$ cat config.mk
export PLATFORM = sky130hd
export DESIGN_NAME = csr_trap_unit
export DESIGN_NICKNAME = d
export VERILOG_FILES = /design/src/rtl/csr_pkg.sv /design/src/rtl/csr_irq_arbiter.sv /design/src/rtl/csr_trap_unit.sv
export SDC_FILE = /design/constraint.sdc
export NUM_CORES = 1
export LEC_CHECK = 0
export CAP_MARGIN = 20
export CELL_PAD_IN_SITES_DETAIL_PLACEMENT = 1
export CELL_PAD_IN_SITES_GLOBAL_PLACEMENT = 1
export CORE_MARGIN = 3
export CORE_UTILIZATION = 45
export CTS_BUF_LIST = sky130_fd_sc_hd__clkbuf_16
export CTS_CLUSTER_DIAMETER = 100
export CTS_CLUSTER_SIZE = 16
export DETAILED_ROUTE_END_ITERATION = 10
export HOLD_SLACK_MARGIN = 0.05
export PLACE_DENSITY = 0.89
export SETUP_SLACK_MARGIN = 0.15
export SYNTH_ARGS = -nofsm -noshare
export SYNTH_HDL_FRONTEND = slang
export SYNTH_SLANG_ARGS = --single-unit
$ cat constraint.sdc
create_clock -name clk -period 11.7 [get_ports clk]
set_clock_uncertainty 0.05 [all_clocks]
set_input_delay 2.34 -clock clk [delete_from_list [all_inputs] [get_ports clk]]
set_output_delay 2.34 -clock clk [all_outputs]
set_load 0.02 [all_outputs]
$ cat src/rtl/csr_pkg.sv
// Shared CSR addresses, operation encoding, trap cause codes and mstatus
// field positions for the machine-mode CSR/trap unit.
package csr_pkg;

   localparam logic [11:0] CSR_MSTATUS   = 12'h300;
   localparam logic [11:0] CSR_MIE       = 12'h304;
   localparam logic [11:0] CSR_MTVEC     = 12'h305;
   localparam logic [11:0] CSR_MEPC      = 12'h341;
   localparam logic [11:0] CSR_MCAUSE    = 12'h342;
   localparam logic [11:0] CSR_MIP       = 12'h344;
   localparam logic [11:0] CSR_MCYCLE    = 12'hB00;
   localparam logic [11:0] CSR_MCYCLEH   = 12'hB80;
   localparam logic [11:0] CSR_MINSTRET  = 12'hB02;
   localparam logic [11:0] CSR_MINSTRETH = 12'hB82;
   localparam logic [11:0] CSR_MHARTID   = 12'hF14;

   typedef enum logic [1:0] {
      CSR_OP_NONE  = 2'b00,
      CSR_OP_WRITE = 2'b01,
      CSR_OP_SET   = 2'b10,
      CSR_OP_CLEAR = 2'b11
   } csr_op_e;

   localparam logic [4:0] CAUSE_MEI        = 5'd11;
   localparam logic [4:0] CAUSE_MTI        = 5'd7;
   localparam logic [4:0] CAUSE_LOCAL_BASE = 5'd16;

   localparam int MSTATUS_MIE    = 3;
   localparam int MSTATUS_MPIE   = 7;
   localparam int MSTATUS_MPP_LO = 11;
   localparam int MSTATUS_MPP_HI = 12;

   function automatic logic [31:0] csr_apply(input csr_op_e op,
                                             input logic [31:0] old_val,
                                             input logic [31:0] wdata);
      case (op)
         CSR_OP_WRITE: return wdata;
         CSR_OP_SET:   return old_val | wdata;
         CSR_OP_CLEAR: return old_val & ~wdata;
         default:      return old_val;
      endcase
   endfunction

endpackage

$ cat src/rtl/csr_irq_arbiter.sv
// Fixed-priority interrupt encoder: MEI, then MTI, then local lines in
// ascending order. Purely combinational.
module csr_irq_arbiter
   import csr_pkg::*;
(
   input  logic [31:0] pend,
   output logic        irq_valid,
   output logic [4:0]  cause
);

   always_comb begin
      irq_valid = 1'b0;
      cause     = '0;
      // Scan from the top so the lowest-numbered local line is left standing.
      for (int i = 31; i >= int'(CAUSE_LOCAL_BASE); i--) begin
         if (pend[i]) begin
            irq_valid = 1'b1;
            cause     = 5'(i);
         end
      end
      if (pend[CAUSE_MTI]) begin
         irq_valid = 1'b1;
         cause     = CAUSE_MTI;
      end
      if (pend[CAUSE_MEI]) begin
         irq_valid = 1'b1;
         cause     = CAUSE_MEI;
      end
   end

endmodule

$ cat src/rtl/csr_trap_unit.sv
// Machine-mode CSR file with interrupt entry, mret return, 64-bit counters
// and a one-cycle PC redirect into fetch.
module csr_trap_unit
   import csr_pkg::*;
#(
   parameter int          NUM_LOCAL_IRQ = 4,
   parameter logic [31:0] MTVEC_RESET   = 32'h0000_0000,
   parameter logic [31:0] HART_ID       = 32'h0
) (
   input  logic                     clk,
   input  logic                     reset,
   input  logic [31:0]              pc,
   input  logic [11:0]              csr_addr,
   input  logic [1:0]               csr_op,
   input  logic [31:0]              csr_wdata,
   output logic [31:0]              csr_rdata,
   output logic                     csr_illegal,
   input  logic                     timer_irq,
   input  logic                     ext_irq,
   input  logic [NUM_LOCAL_IRQ-1:0] local_irq,
   input  logic                     is_mret,
   input  logic                     instr_retired,
   output logic                     redirect,
   output logic [31:0]              redirect_pc
);

   localparam logic [31:0] MIE_MASK = 32'h0000_0880 |
      (((32'h1 << NUM_LOCAL_IRQ) - 32'h1) << CAUSE_LOCAL_BASE);

   logic        mstatus_mie_q, mstatus_mie_d;
   logic        mstatus_mpie_q, mstatus_mpie_d;
   logic [31:0] mie_q, mie_d, mip_q, mip_d;
   logic [31:0] mtvec_q, mtvec_d, mepc_q, mepc_d, mcause_q, mcause_d;
   logic [63:0] mcycle_q, mcycle_d, minstret_q, minstret_d;

   logic [31:0] mstatus_rd, csr_new, vec_base;
   logic        addr_ok, wr_en, trap_take, mret_take, trap_blk;
   logic        irq_valid;
   logic [4:0]  irq_cause;

   always_comb begin
      mstatus_rd = '0;
      mstatus_rd[MSTATUS_MPP_HI:MSTATUS_MPP_LO] = 2'b11;
      mstatus_rd[MSTATUS_MIE]  = mstatus_mie_q;
      mstatus_rd[MSTATUS_MPIE] = mstatus_mpie_q;
   end

   always_comb begin
      addr_ok   = 1'b1;
      csr_rdata = '0;
      case (csr_addr)
         CSR_MSTATUS:   csr_rdata = mstatus_rd;
         CSR_MIE:       csr_rdata = mie_q;
         CSR_MTVEC:     csr_rdata = mtvec_q;
         CSR_MEPC:      csr_rdata = mepc_q;
         CSR_MCAUSE:    csr_rdata = mcause_q;
         CSR_MIP:       csr_rdata = mip_q;
         CSR_MCYCLE:    csr_rdata = mcycle_q[31:0];
         CSR_MCYCLEH:   csr_rdata = mcycle_q[63:32];
         CSR_MINSTRET:  csr_rdata = minstret_q[31:0];
         CSR_MINSTRETH: csr_rdata = minstret_q[63:32];
         CSR_MHARTID:   csr_rdata = HART_ID;
         default:       addr_ok   = 1'b0;
      endcase
   end

   assign csr_illegal = (csr_op != CSR_OP_NONE) && !addr_ok;
   assign csr_new     = csr_apply(csr_op_e'(csr_op), csr_rdata, csr_wdata);
   // Set/clear with a zero mask is a pure read and must not disturb counters.
   assign wr_en       = (csr_op != CSR_OP_NONE) && addr_ok &&
                        !(csr_op[1] && (csr_wdata == 32'h0));

   csr_irq_arbiter u_arb (
      .pend      (mip_q & mie_q),
      .irq_valid (irq_valid),
      .cause     (irq_cause)
   );

   assign mret_take   = !reset && is_mret;
   assign trap_take   = !reset && mstatus_mie_q && irq_valid && !is_mret;
   assign trap_blk    = trap_take || mret_take;
   assign redirect    = trap_take || mret_take;
   assign vec_base    = {mtvec_q[31:2], 2'b00};
   assign redirect_pc = mret_take ? mepc_q :
                        (mtvec_q[1:0] == 2'b01) ? vec_base + {25'b0, irq_cause, 2'b00} :
                        vec_base;

   always_comb begin
      mip_d = '0;
      mip_d[CAUSE_MTI] = timer_irq;
      mip_d[CAUSE_MEI] = ext_irq;
      mip_d[int'(CAUSE_LOCAL_BASE) +: NUM_LOCAL_IRQ] = local_irq;
   end

   always_comb begin
      mstatus_mie_d  = mstatus_mie_q;
      mstatus_mpie_d = mstatus_mpie_q;
      mie_d          = mie_q;
      mtvec_d        = mtvec_q;
      mepc_d         = mepc_q;
      mcause_d       = mcause_q;
      mcycle_d       = mcycle_q + 64'd1;
      minstret_d     = minstret_q + 64'(instr_retired);
      if (wr_en) begin
         case (csr_addr)
            CSR_MSTATUS: if (!trap_blk) begin
               mstatus_mie_d  = csr_new[MSTATUS_MIE];
               mstatus_mpie_d = csr_new[MSTATUS_MPIE];
            end
            CSR_MIE:       mie_d = csr_new & MIE_MASK;
            CSR_MTVEC:     mtvec_d = {csr_new[31:2], csr_new[1] ? mtvec_q[1:0] : csr_new[1:0]};
            CSR_MEPC:      if (!trap_blk) mepc_d = {csr_new[31:2], 2'b00};
            CSR_MCAUSE:    if (!trap_blk) mcause_d = csr_new;
            CSR_MCYCLE:    mcycle_d = {mcycle_q[63:32], csr_new};
            CSR_MCYCLEH:   mcycle_d = {csr_new, mcycle_q[31:0]};
            CSR_MINSTRET:  minstret_d = {minstret_q[63:32], csr_new};
            CSR_MINSTRETH: minstret_d = {csr_new, minstret_q[31:0]};
            default: ;
         endcase
      end
      if (trap_take) begin
         mepc_d         = pc;
         mcause_d       = {1'b1, 26'b0, irq_cause};
         mstatus_mpie_d = mstatus_mie_q;
         mstatus_mie_d  = 1'b0;
      end else if (mret_take) begin
         mstatus_mie_d  = mstatus_mpie_q;
         mstatus_mpie_d = 1'b1;
      end
   end

   always_ff @(posedge clk or posedge reset) begin
      if (reset) begin
         mstatus_mie_q  <= 1'b0;
         mstatus_mpie_q <= 1'b0;
         mie_q          <= '0;
         mip_q          <= '0;
         mtvec_q        <= MTVEC_RESET;
         mepc_q         <= '0;
         mcause_q       <= '0;
         mcycle_q       <= '0;
         minstret_q     <= '0;
      end else begin
         mstatus_mie_q  <= mstatus_mie_d;
         mstatus_mpie_q <= mstatus_mpie_d;
         mie_q          <= mie_d;
         mip_q          <= mip_d;
         mtvec_q        <= mtvec_d;
         mepc_q         <= mepc_d;
         mcause_q       <= mcause_d;
         mcycle_q       <= mcycle_d;
         minstret_q     <= minstret_d;
      end
   end

endmodule

# After elaboration in Yosys (flattened, before gate mapping)
# Index checks and enable logic that the tools add are counted.
[classes]
n_addsub = 3
n_eq_ne = 20
n_mux = 63
n_bitwise = 5
reduce_logical = 27
[op_table]
columns = ["op", "n"]
rows = [
  ["$mux W32", 10],
  ["$pmux W32 S10", 1],
  ["$pmux W64 S2", 2],
  ["$mux W64", 2],
  ["$pmux W32 S3", 1],
  ["$mux W5", 18],
  ["$eq A12 B10 Y1 const B", 6],
  ["$add A64 B1 Y64", 1],
  ["$add A64 B1 Y64 const B", 1],
  ["$eq A12 B12 Y1 const B", 5],
  ["$add A32 B7 Y32", 1],
  ["$and A32 B32 Y32", 1],
  ["$logic_not A32 Y1", 1],
  ["$not A32 Y32", 1],
  ["$or A32 B32 Y32", 1],
  ["$mux W1", 29],
  ["$and A20 B20 Y20", 1],
  ["$reduce_and A3 Y1", 4],
  ["$reduce_or A11 Y1", 1],
  ["$logic_and A1 B1 Y1", 8],
  ["$ne A2 B2 Y1 const B", 4],
  ["$reduce_bool A2 Y1", 4],
  ["$reduce_bool A3 Y1", 2],
  ["$eq A2 B2 Y1 const B", 2],
  ["other kinds (7)", 11],
]
[word_totals]
reg_bits = 237
inputBits = 88
out_inout_bits = 66
elab_cells = 130

# Longest topological paths before layout
# Gate-level depths: netlist of the first run.
[depth]
depth_word = 26
ltp_mapped = 14

# Modules after synthesis
# Synthesis of the first run repeated with hierarchy kept, for this count alone.
[hier_totals]
cells_unflattened = 2021
hier_area_um2 = 16955.0
[modules_own_cells]
columns = ["module", "instances", "cells_per_inst", "area_per_inst_um2", "seq_area_each_um2"]
rows = [
  ["csr_trap_unit", 1, 1984, 16728.5, 5930.7],
  ["csr_irq_arbiter", 1, 37, 226.5, 0.0],
]

# Worst setup path before layout of the first run
# No wires, ideal clock.
[synth_path]
path_type = "input port to output port"
from = "input reset"
to = "output redirect_pc[31]"
t_arrival_ns = 9.135
required_time_ns = 9.310
slack_ns = 0.175
stages = 3
n_path_buf = 0
path_cell_list = "inv_1 -> nand2_1 -> a21oi_1"
[synth_via]
elab_chain_cells = 3
[synth_rtl]
columns = ["item", "line", "rtl"]
rows = [
  ["from (decl)", "csr_trap_unit.sv:11", "input logic reset,"],
  ["$logic_not A1 Y1 (no source line)", "n/a", ""],
  ["$logic_and A1 B1 Y1", "csr_trap_unit.sv:79", "assign mret_take = !reset && is_mret;"],
  ["$mux W32", "csr_trap_unit.sv:84", "assign redirect_pc = mret_take ? mepc_q :"],
  ["to (decl)", "csr_trap_unit.sv:24", "output logic [31:0] redirect_pc"],
]
# Every way passes these cells.

# Worst setup path after layout of the first run
[layout_path]
from = "input csr_addr[0]"
to = "output csr_rdata[11]"
[layout_via]
elab_chain_cells = 2
word_cells_on_any_way = 11
cone_classes = "eq/ne (10); mux (1)"
[layout_rtl]
columns = ["item", "line", "rtl"]
rows = [
  ["from (decl)", "csr_trap_unit.sv:13", "input logic [11:0] csr_addr,"],
  ["$eq A12 B12 Y1 / $eq A12 B10 Y1 (equally long branches)", "csr_trap_unit.sv:51", "case (csr_addr)"],
  ["$pmux W32 S10 *", "csr_trap_unit.sv:51", ""],
  ["to (decl)", "csr_trap_unit.sv:16", "output logic [31:0] csr_rdata,"],
]
# Mark *: on every way between the ends. The rest lies on a longest branch, timed or not.

==> results, run 1 <==
- After synthesis, the netlist uses 102 different library cells.
- The die is 197 µm tall.
- The total of max-cap violations is 0.
- The largest area contributor in the netlist is sky130_fd_sc_hd__dfrtp_1.
- The vias after detailed routing is 18434.
- The mux contribution to synthesized area is 3.11%.
- The slack of the worst reg-to-reg path is 8310 ps.
- The remaining antenna violation count is 0.
- The netlist area before placement is 0.0164 mm².
- The adder-cell share of the synthesized area is 0.733%.
- The number of global-route vias before repair is 17968.
- Data on the critical path is required at its endpoint by 9310 ps.
- CTS placed an instance of sky130_fd_sc_hd__clkbuf_16 at the clock tree root.
- The layout overhead on the synthesized area is 13.8%.
- The most frequently used cell type in the post-synthesis netlist is sky130_fd_sc_hd__nand2_1.
- The number of antenna violations at the first check in global routing is 3.
- The worst-case clock buffer depth is 3.
- The fraction of the core area covered by cells at the end of the flow is 52.2%.
- The post-CTS resize count is 0.
- The worst setup path is launched from a primary input.
- The synthesized net count is 2033.
- The total count of hold-check failures in the final report was 0.
- Sorting the synthesized cells by area gives the leading types as sky130_fd_sc_hd__dfrtp_1 36%, sky130_fd_sc_hd__nand2_1 5.6%, sky130_fd_sc_hd__o21ai_0 5.1%.
- The die outline area is 0.0387 mm².
- The biggest cell delay along the critical path is 950 ps.
- In the final layout, the share of cells above drive strength 1 is 7.14%.
- The run finished with clean final reports.
- The number of fill cells is 4183.
- The worst hold-check path type is reg2reg.
- Sorting the synthesized cells by how often they occur yields 246 x sky130_fd_sc_hd__nand2_1, 237 x sky130_fd_sc_hd__dfrtp_1, 167 x sky130_fd_sc_hd__o21ai_0, 110 x sky130_fd_sc_hd__a21oi_1, 99 x sky130_fd_sc_hd__nor2_1.
- The count of synthesis-stage warnings from yosys is 0.
- IR analysis of the VDD net gives a maximum drop of 0.0910 mV.
- Dividing the synthesized area by the synthesized cell count gives 8.46 µm².
- Wires add up to 85.0 mm.
- Based on the critical path, the design can be clocked at up to 113 MHz.
- The part of the cycle the worst path needs is 75.4%.
- Setup repair after global routing left no endpoint under its margin.
- The routed via count divided by cell count is 7.47.
- The detailed-router iteration count before antenna repair is 7.
- The number of standard-cell rows in the floorplan is 69.
- 154 I/O pins were placed.
- In the final routed layout, each cell accounts on average for 34.5 µm.
- Summed over all cells, the static leakage comes to 7.27 nW.
- The area of the multi-input gates is 0.00966 mm².
- After clock tree synthesis, the flow added hold-fix buffers numbering 0.
- The number of setup buffers added after CTS is 0.
- Buffers placed on the I/O ports in this run total 153.
- Setup violations remaining at the end of the flow were counted as 0.
- The post-synthesis compound-gate area fraction is 26.9%.
- The number of CTS-inserted buffers is 19.
- The number of clock sinks is 237.
- The arrival time at the worst endpoint is 6440 ps.
- The largest net degree at the start of global routing is 124.
- Sequential cells were found to cover 36.2% of the synthesized design area.
- The buffer and inverter count on the worst path is 5.
- The largest fanout on the critical path is 18.
- The cell area power density is 98.7 mW/mm².
- The detailed-route DRC error count is 0.
- Measured against its own limit, the worst slew margin works out to 11.5%.
- The first-iteration detailed-routing DRC count is 2451.
- Setup total negative slack on the finished layout was measured at 0 ps.
- Detailed placement finished with a half-perimeter wire length of 62.8 mm.
- The H-tree depth is 1.
- The final layout contains 2099 nets.
- The number of instances in the synthesized netlist is 1936.
- The width of the chip is 197 µm.
- On the critical path, the stage with the largest delay is an instance of sky130_fd_sc_hd__clkdlybuf4s50_1.
- The routability-driven placement congestion ratio is 1.04.
- The CTS tree is done.
- After clock tree synthesis, the clock-pin slew on the worst setup and hold paths is 80 ps.
- For this run, the total global-route usage over all layers was measured as 42.7%.
- Clock latency on the worst-skew pair, taken at its later pin, is 540 ps.
- Registers take 0.00593 mm².
- The starting utilization of the core area is 45.8%.
- The type of the worst setup path is in2out.
- STA classifies the critical path endpoint as an output port.
- Grouping stages by cell kind, the critical path spends the most delay in buffers and inverters.
- The simple-gate portion of the synthesized area is 23.9%.
- By area, the combinational part of the netlist is dominated by compound AO/OA/AOI/OAI gates.
- Walking the worst path, the cells encountered are clkdlybuf4s50_1 -> buf_4 -> nor4_2 -> buf_4 -> and3_1 -> a22oi_1 -> o21ai_0 -> a2111oi_0 -> inv_1 -> clkdlybuf4s50_1.
- The transition time at the pin with the least slew margin is 1330 ps.
- In this run, synthesis inferred 0 flip-flops with an integrated enable.
- In the synthesized netlist the dominant register cell turns out to be sky130_fd_sc_hd__dfrtp_1.
- Summing the areas of all xor and xnor instances in the mapped netlist gives 4.06% of the synthesized area.
- Counting I/O delays and the setup requirement, the final critical path takes 8830 ps.
- In this run the biggest area consumer among cell types represents 36.2% of the synthesized area.
- The first global-routing pass estimated 124 mm of wire.
- The number of storage elements in the synthesis netlist is 237.
- Final hold analysis gives a worst-case slack of 441 ps.
- In this run the standard cell core region covers 0.0357 mm².
- Of all flip-flops after synthesis, the portion carrying an async set or reset was 100%.
- After global routing the overflow that remains totals 0.
- The count of final max-slew check failures is 0.
==> worst register-to-register path, delay by kind of cell, from the launching register on <==
| family | cells | cell delay [ps] |
|---|---|---|
| and+or+nand+nor | 5 | 1760 |
| AOI/OAI and AO/OA | 2 | 490 |
| adders and majority gates | 2 | 470 |
| DFF | 1 | 450 |
==> report_power, final <==
part,total [W],leakage (nW),switching [W],internal [W]
clock,0.000635,0.251,0.000341,0.000295
combinational,0.000281,3.91,0.000180,0.000100
sequential,0.000925,3.10,0.0000742,0.000851
total,0.00184,7.27,0.000595,0.00125
==> registers in the layout, summed over array words and instances, names as in the netlist <==
name	count
mstatus_mpie_q	1
mie_q	6
mip_q	6
mcycle_q	64
mepc_q	32
mcause_q	32
mstatus_mie_q	1
mtvec_q	31
minstret_q	64
==> stage by stage <==
| stage | instances | area (µm²) | total power, W | setup WS (ps) |
|---|---|---|---|---|
| after floorplan | 1936 | 16400 | 0.00106 | 175 |
| after global placement | 2440 | 18100 | 0.00120 | 3100 |
| after detailed placement | 2440 | 18100 | 0.00121 | 3100 |
| after CTS | 2463 | 18600 | 0.00182 | 3110 |
| after global routing | 2465 | 18600 | 0.00187 | 2770 |
| final | 2467 | 18700 | 0.00184 | 2870 |
==> final timing paths <==
kind / from / endpoint / depth (start not counted)
max in group asynchronous: reset / minstret_q[26] / 4
min in group asynchronous: reset / mtvec_q[6] / 2
worst min register to register: mcause_q[24] / mcause_q[24] / 2
worst min-delay path: mcause_q[24] / mcause_q[24] / 2
worst max-delay path: csr_addr[0] / csr_rdata[11] / 10
worst max register to register: minstret_q[0] / minstret_q[62] / 9
==> cell usage in the layout, fill, tap and decap left out, types with 26 or more instances in the layout <==
| cell type | n |
|---|---|
| sky130_fd_sc_hd__nand3_1 | 97 |
| sky130_fd_sc_hd__mux2i_1 | 34 |
| sky130_fd_sc_hd__o211ai_1 | 30 |
| sky130_fd_sc_hd__o22ai_1 | 30 |
| sky130_fd_sc_hd__buf_4 | 39 |
| sky130_fd_sc_hd__nor3_1 | 43 |
| sky130_fd_sc_hd__clkdlybuf4s50_1 | 152 |
| sky130_fd_sc_hd__a21oi_1 | 110 |
| sky130_fd_sc_hd__nor2_1 | 96 |
| sky130_fd_sc_hd__inv_1 | 26 |
| sky130_fd_sc_hd__nand2_1 | 246 |
| sky130_fd_sc_hd__a22oi_1 | 54 |
| sky130_fd_sc_hd__o21ai_0 | 167 |
| sky130_fd_sc_hd__xnor2_1 | 58 |
| sky130_fd_sc_hd__nand4_1 | 53 |
| sky130_fd_sc_hd__dfrtp_1 | 237 |
| sky130_fd_sc_hd__and3_1 | 40 |
==> metal layers <==
| metal | wire length, µm | track usage, % |
|---|---|---|
| met4 | 6250 | 25.8 |
| met3 | 10200 | 9.86 |
| met5 | 30 | 0 |
| met2 | 36200 | 63.7 |
| met1 | 32400 | 56.6 |
==> area by class of cell <==
class	instances	share of cell area, %
Multi-Input combinational cell	1524	51.8
Sequential cell	237	31.8
Timing Repair Buffer	194	9.96
Tap cell	461	3.09
Clock buffer	19	2.55
Inverter	26	0.564
Clock inverter	4	0.195
Antenna cell	2	0.0268
==> cell families after synthesis <==
kind of cell,count (synthesis)
buf+inv,175
compound gates,653
flops,237
simple gates,739
mux,47
xor+xnor,76
fa+ha+maj,9
No activity file was read; power rests on OpenSTA's default activity.
==> inputs of run 2 (changes only) <==
CORE_UTILIZATION = 40   (was 45)
PLACE_DENSITY = 0.84   (was 0.89)
clock period = 7.9 ns   (was 11.7 ns; I/O delays follow)
==> run 2 against run 1 <==
Register-to-register slack lost 4000 ps. Largest cell class unchanged. Via count decreased by 1.9%. Worst setup slack lost 1800 ps. Critical path depth down 1. Combinational power is 48% higher.
==> results, run 2 (synthesis results as in run 1) <==
- Result of the run: complete, no violations (unchanged).
- The remaining antenna violation count is 0 (unchanged).
- The hold-critical path depth is 2 (unchanged).
- The detailed placement HPWL is 63.6 mm (was 62.8 mm).
- The number of CTS-inserted buffers is 18 (was 19).
- The worst relative slew slack is 13.9% (was 11.5%).
- The H-tree depth is 1 (unchanged).
- The fraction of the core area covered by cells at the end of the flow is 46.8% (was 52.2%).
- The detailed-route DRC error count came to 0 (unchanged).
- The number of nets in the layout is 2107 (was 2099).
- The worst path required time was 6270 ps (was 9310 ps).
- RSZ-0062 raised after global routing: no (unchanged).
- The count of hold buffers inserted by post-cts repair was 0 (unchanged).
- The die outline area is 0.0434 mm² (was 0.0387 mm²).
- The CTS tree is done (unchanged).
- The clock insertion delay at the later pin of the skew report was 540 ps (about the same).
- The detailed route wirelength on metal2 is 36.9 mm (was 36.2 mm).
- The startpoint kind of the worst setup timing path was a primary input (unchanged).
- The number of cell instances on the worst register-to-register path was 8 (was 9).
- The routed via count divided by cell count is 7.14 (was 7.47).
- The worst hold-check path type is reg2reg (unchanged).
- The detailed-router iteration count before antenna repair came to 6 (was 7).
- The number of setup buffers added after CTS is 0 (unchanged).
- The number of standard-cell rows in the floorplan is 73 (was 69).
- The count of final max-slew check failures was 0 (unchanged).
- The antenna cell count came to 0 (was 2).
- The largest fanout on the critical path is 14 (was 18).
- The first-iteration detailed-routing DRC count is 2329 (was 2451).
- The remaining global-route overflow came to 0 (unchanged).
- The number of placed I/O pins was 154 (unchanged).
- The root cell of the clock tree is sky130_fd_sc_hd__clkbuf_16 (unchanged).
- The layout overhead on the synthesized area is 14.7% (was 13.8%).
- The arrival time at the worst endpoint is 5210 ps (was 6440 ps).
- The number of global-route vias before repair was 17909 (was 17968).
- The kind of end point of the critical path is an output port (unchanged).
- The CTS clock-pin slew for the worst setup and hold paths was 80 ps (about the same).
- The number of clock sinks is 237 (unchanged).
- The die span in y came to 208 µm (was 197 µm).
- The average wire per standard cell was 33.8 µm (was 34.5 µm).
- The transition time at the pin with the least slew margin is 1280 ps (was 1330 ps).
- The number of antenna violations at the first check in global routing is 4 (was 3).
- The total count of hold-check failures in the final report is 0 (unchanged).
- Worst-path cell chain: clkdlybuf4s50_1 -> nor3b_1 -> buf_4 -> and3_1 -> and2_0 -> nand2_1 -> o211ai_1 -> nand2b_1 -> clkdlybuf4s50_1 (was clkdlybuf4s50_1 -> buf_4 -> nor4_2 -> buf_4 -> and3_1 -> a22oi_1 -> o21ai_0 -> a2111oi_0 -> inv_1 -> clkdlybuf4s50_1).
- The cell with the most instances on the worst path is sky130_fd_sc_hd__clkdlybuf4s50_1.
- The largest net degree at the start of global routing is 181 (was 124).
- The post-CTS resize count is 0 (unchanged).
- The wire length of the first global-routing pass came to 125 mm (was 124 mm).
- The type of the worst setup path is in2out (unchanged).
- The static leakage came to 7.31 nW (was 7.27 nW).
- The routability-driven placement congestion ratio is 1.03 (was 1.04).
- Top library cells by usage in the layout, fill and taps aside: 246 x sky130_fd_sc_hd__nand2_1, 237 x sky130_fd_sc_hd__dfrtp_1, 167 x sky130_fd_sc_hd__o21ai_0 (unchanged).
- The routed metal-1 wirelength is 32.3 mm (was 32.4 mm).
- The starting utilization of the core area is 40.9% (was 45.8%).
- The most common cell after layout, fill and taps aside is sky130_fd_sc_hd__nand2_1 (unchanged).
- The post-placement cell area is 0.0183 mm² (was 0.0181 mm²).
- The fraction of final layout cells with drive strength greater than 1 came to 7.56% (was 7.14%).
- The worst-case clock buffer depth is 3 (unchanged).
- The uppermost layer routed is met5 (unchanged).
- The width of the chip was 208 µm (was 197 µm).
- The library cell contributing the largest single delay on the critical path is sky130_fd_sc_hd__clkdlybuf4s50_1 (unchanged).
- The count of endpoints failing setup in the final report was 0 (unchanged).
- The total track usage was 38.1% (was 42.7%).
- The total of max-cap violations is 0 (unchanged).
- The biggest cell delay along the critical path is 880 ps (was 950 ps).
- The maximum vdd drop is 0.114 mV (was 0.0910 mV).
- The part of the cycle the worst path needs is 86.6%.
- The final critical path time including I/O delays and setup is 6840 ps.
- The wire length on met3 was 9.90 mm (was 10.2 mm).
- The core outline area is 0.0401 mm² (was 0.0357 mm²).
- The cell area after layout is 0.0188 mm² (was 0.0187 mm²).
- The port buffer count is 153 (unchanged).
- The overall routed net length is 85.7 mm (was 85.0 mm).
- The vias after detailed routing was 18088 (was 18434).
- Based on the critical path, the design can be clocked at up to 146 MHz.
- The cell area power density is 143 mW/mm² (was 98.7 mW/mm²).
- Largest regs: mcycle_q x64, minstret_q x64 (unchanged).
- The post-layout total power is 0.00269 W (was 0.00184 W).
-- run 2: routing by layer --
layer  track usage (%)  up-vias
met3              10.1      309
met5                 0        -
met2              57.3     1216
met4              23.7       10
li1                  -     7501
met1              48.8     9052
-- run 2: through the flow --
step	std cells	hold WS [ps]	worst slack, ps	TNS, ps
floorplan	1936	393	-2.20	-2.20
global placement	2512	411	1270	0
detailed placement	2513	417	1160	0
CTS	2533	435	1160	0
global route	2535	461	970	0
finish	2535	436	1060	0
-- run 2: power breakdown --
part	internal (W)	switching, W	leakage [nW]	total [W]
Sequential	0.00126	0.000110	3.10	0.00137
Combinational	0.000151	0.000267	3.97	0.000417
Clock	0.000427	0.000479	0.238	0.000906
Total	0.00184	0.000856	7.31	0.00269
-- run 2: cell type report --
type | count | area, µm²
tap | 525 | 657
clock buffer | 19 | 475
sequential | 237 | 5930
fill | 4677 | 21300
clock inverter | 1 | 5.00
multi-input combinational | 1524 | 9680
inverter | 26 | 101
timing repair buffer | 203 | 1940
-- run 2: worst paths after layout --
path / start / end / slack (ps)
max: csr_addr[2] / csr_rdata[16] / 1060
min in group asynchronous: reset / mepc_q[16] / 1790
max reg2reg: mcycle_q[0] / mcycle_q[60] / 4300
min reg2reg: mcause_q[8] / mcause_q[8] / 440
min: mcause_q[8] / mcause_q[8] / 440
max in group asynchronous: reset / minstret_q[43] / 4430
-- run 2: worst max-delay path, delay by kind of cell --
family / cells / cell delay, ps
AND/OR/NAND/NOR: 5 / 1690
buffers and inverters: 3 / 1750
AO/OA/AOI/OAI: 1 / 170
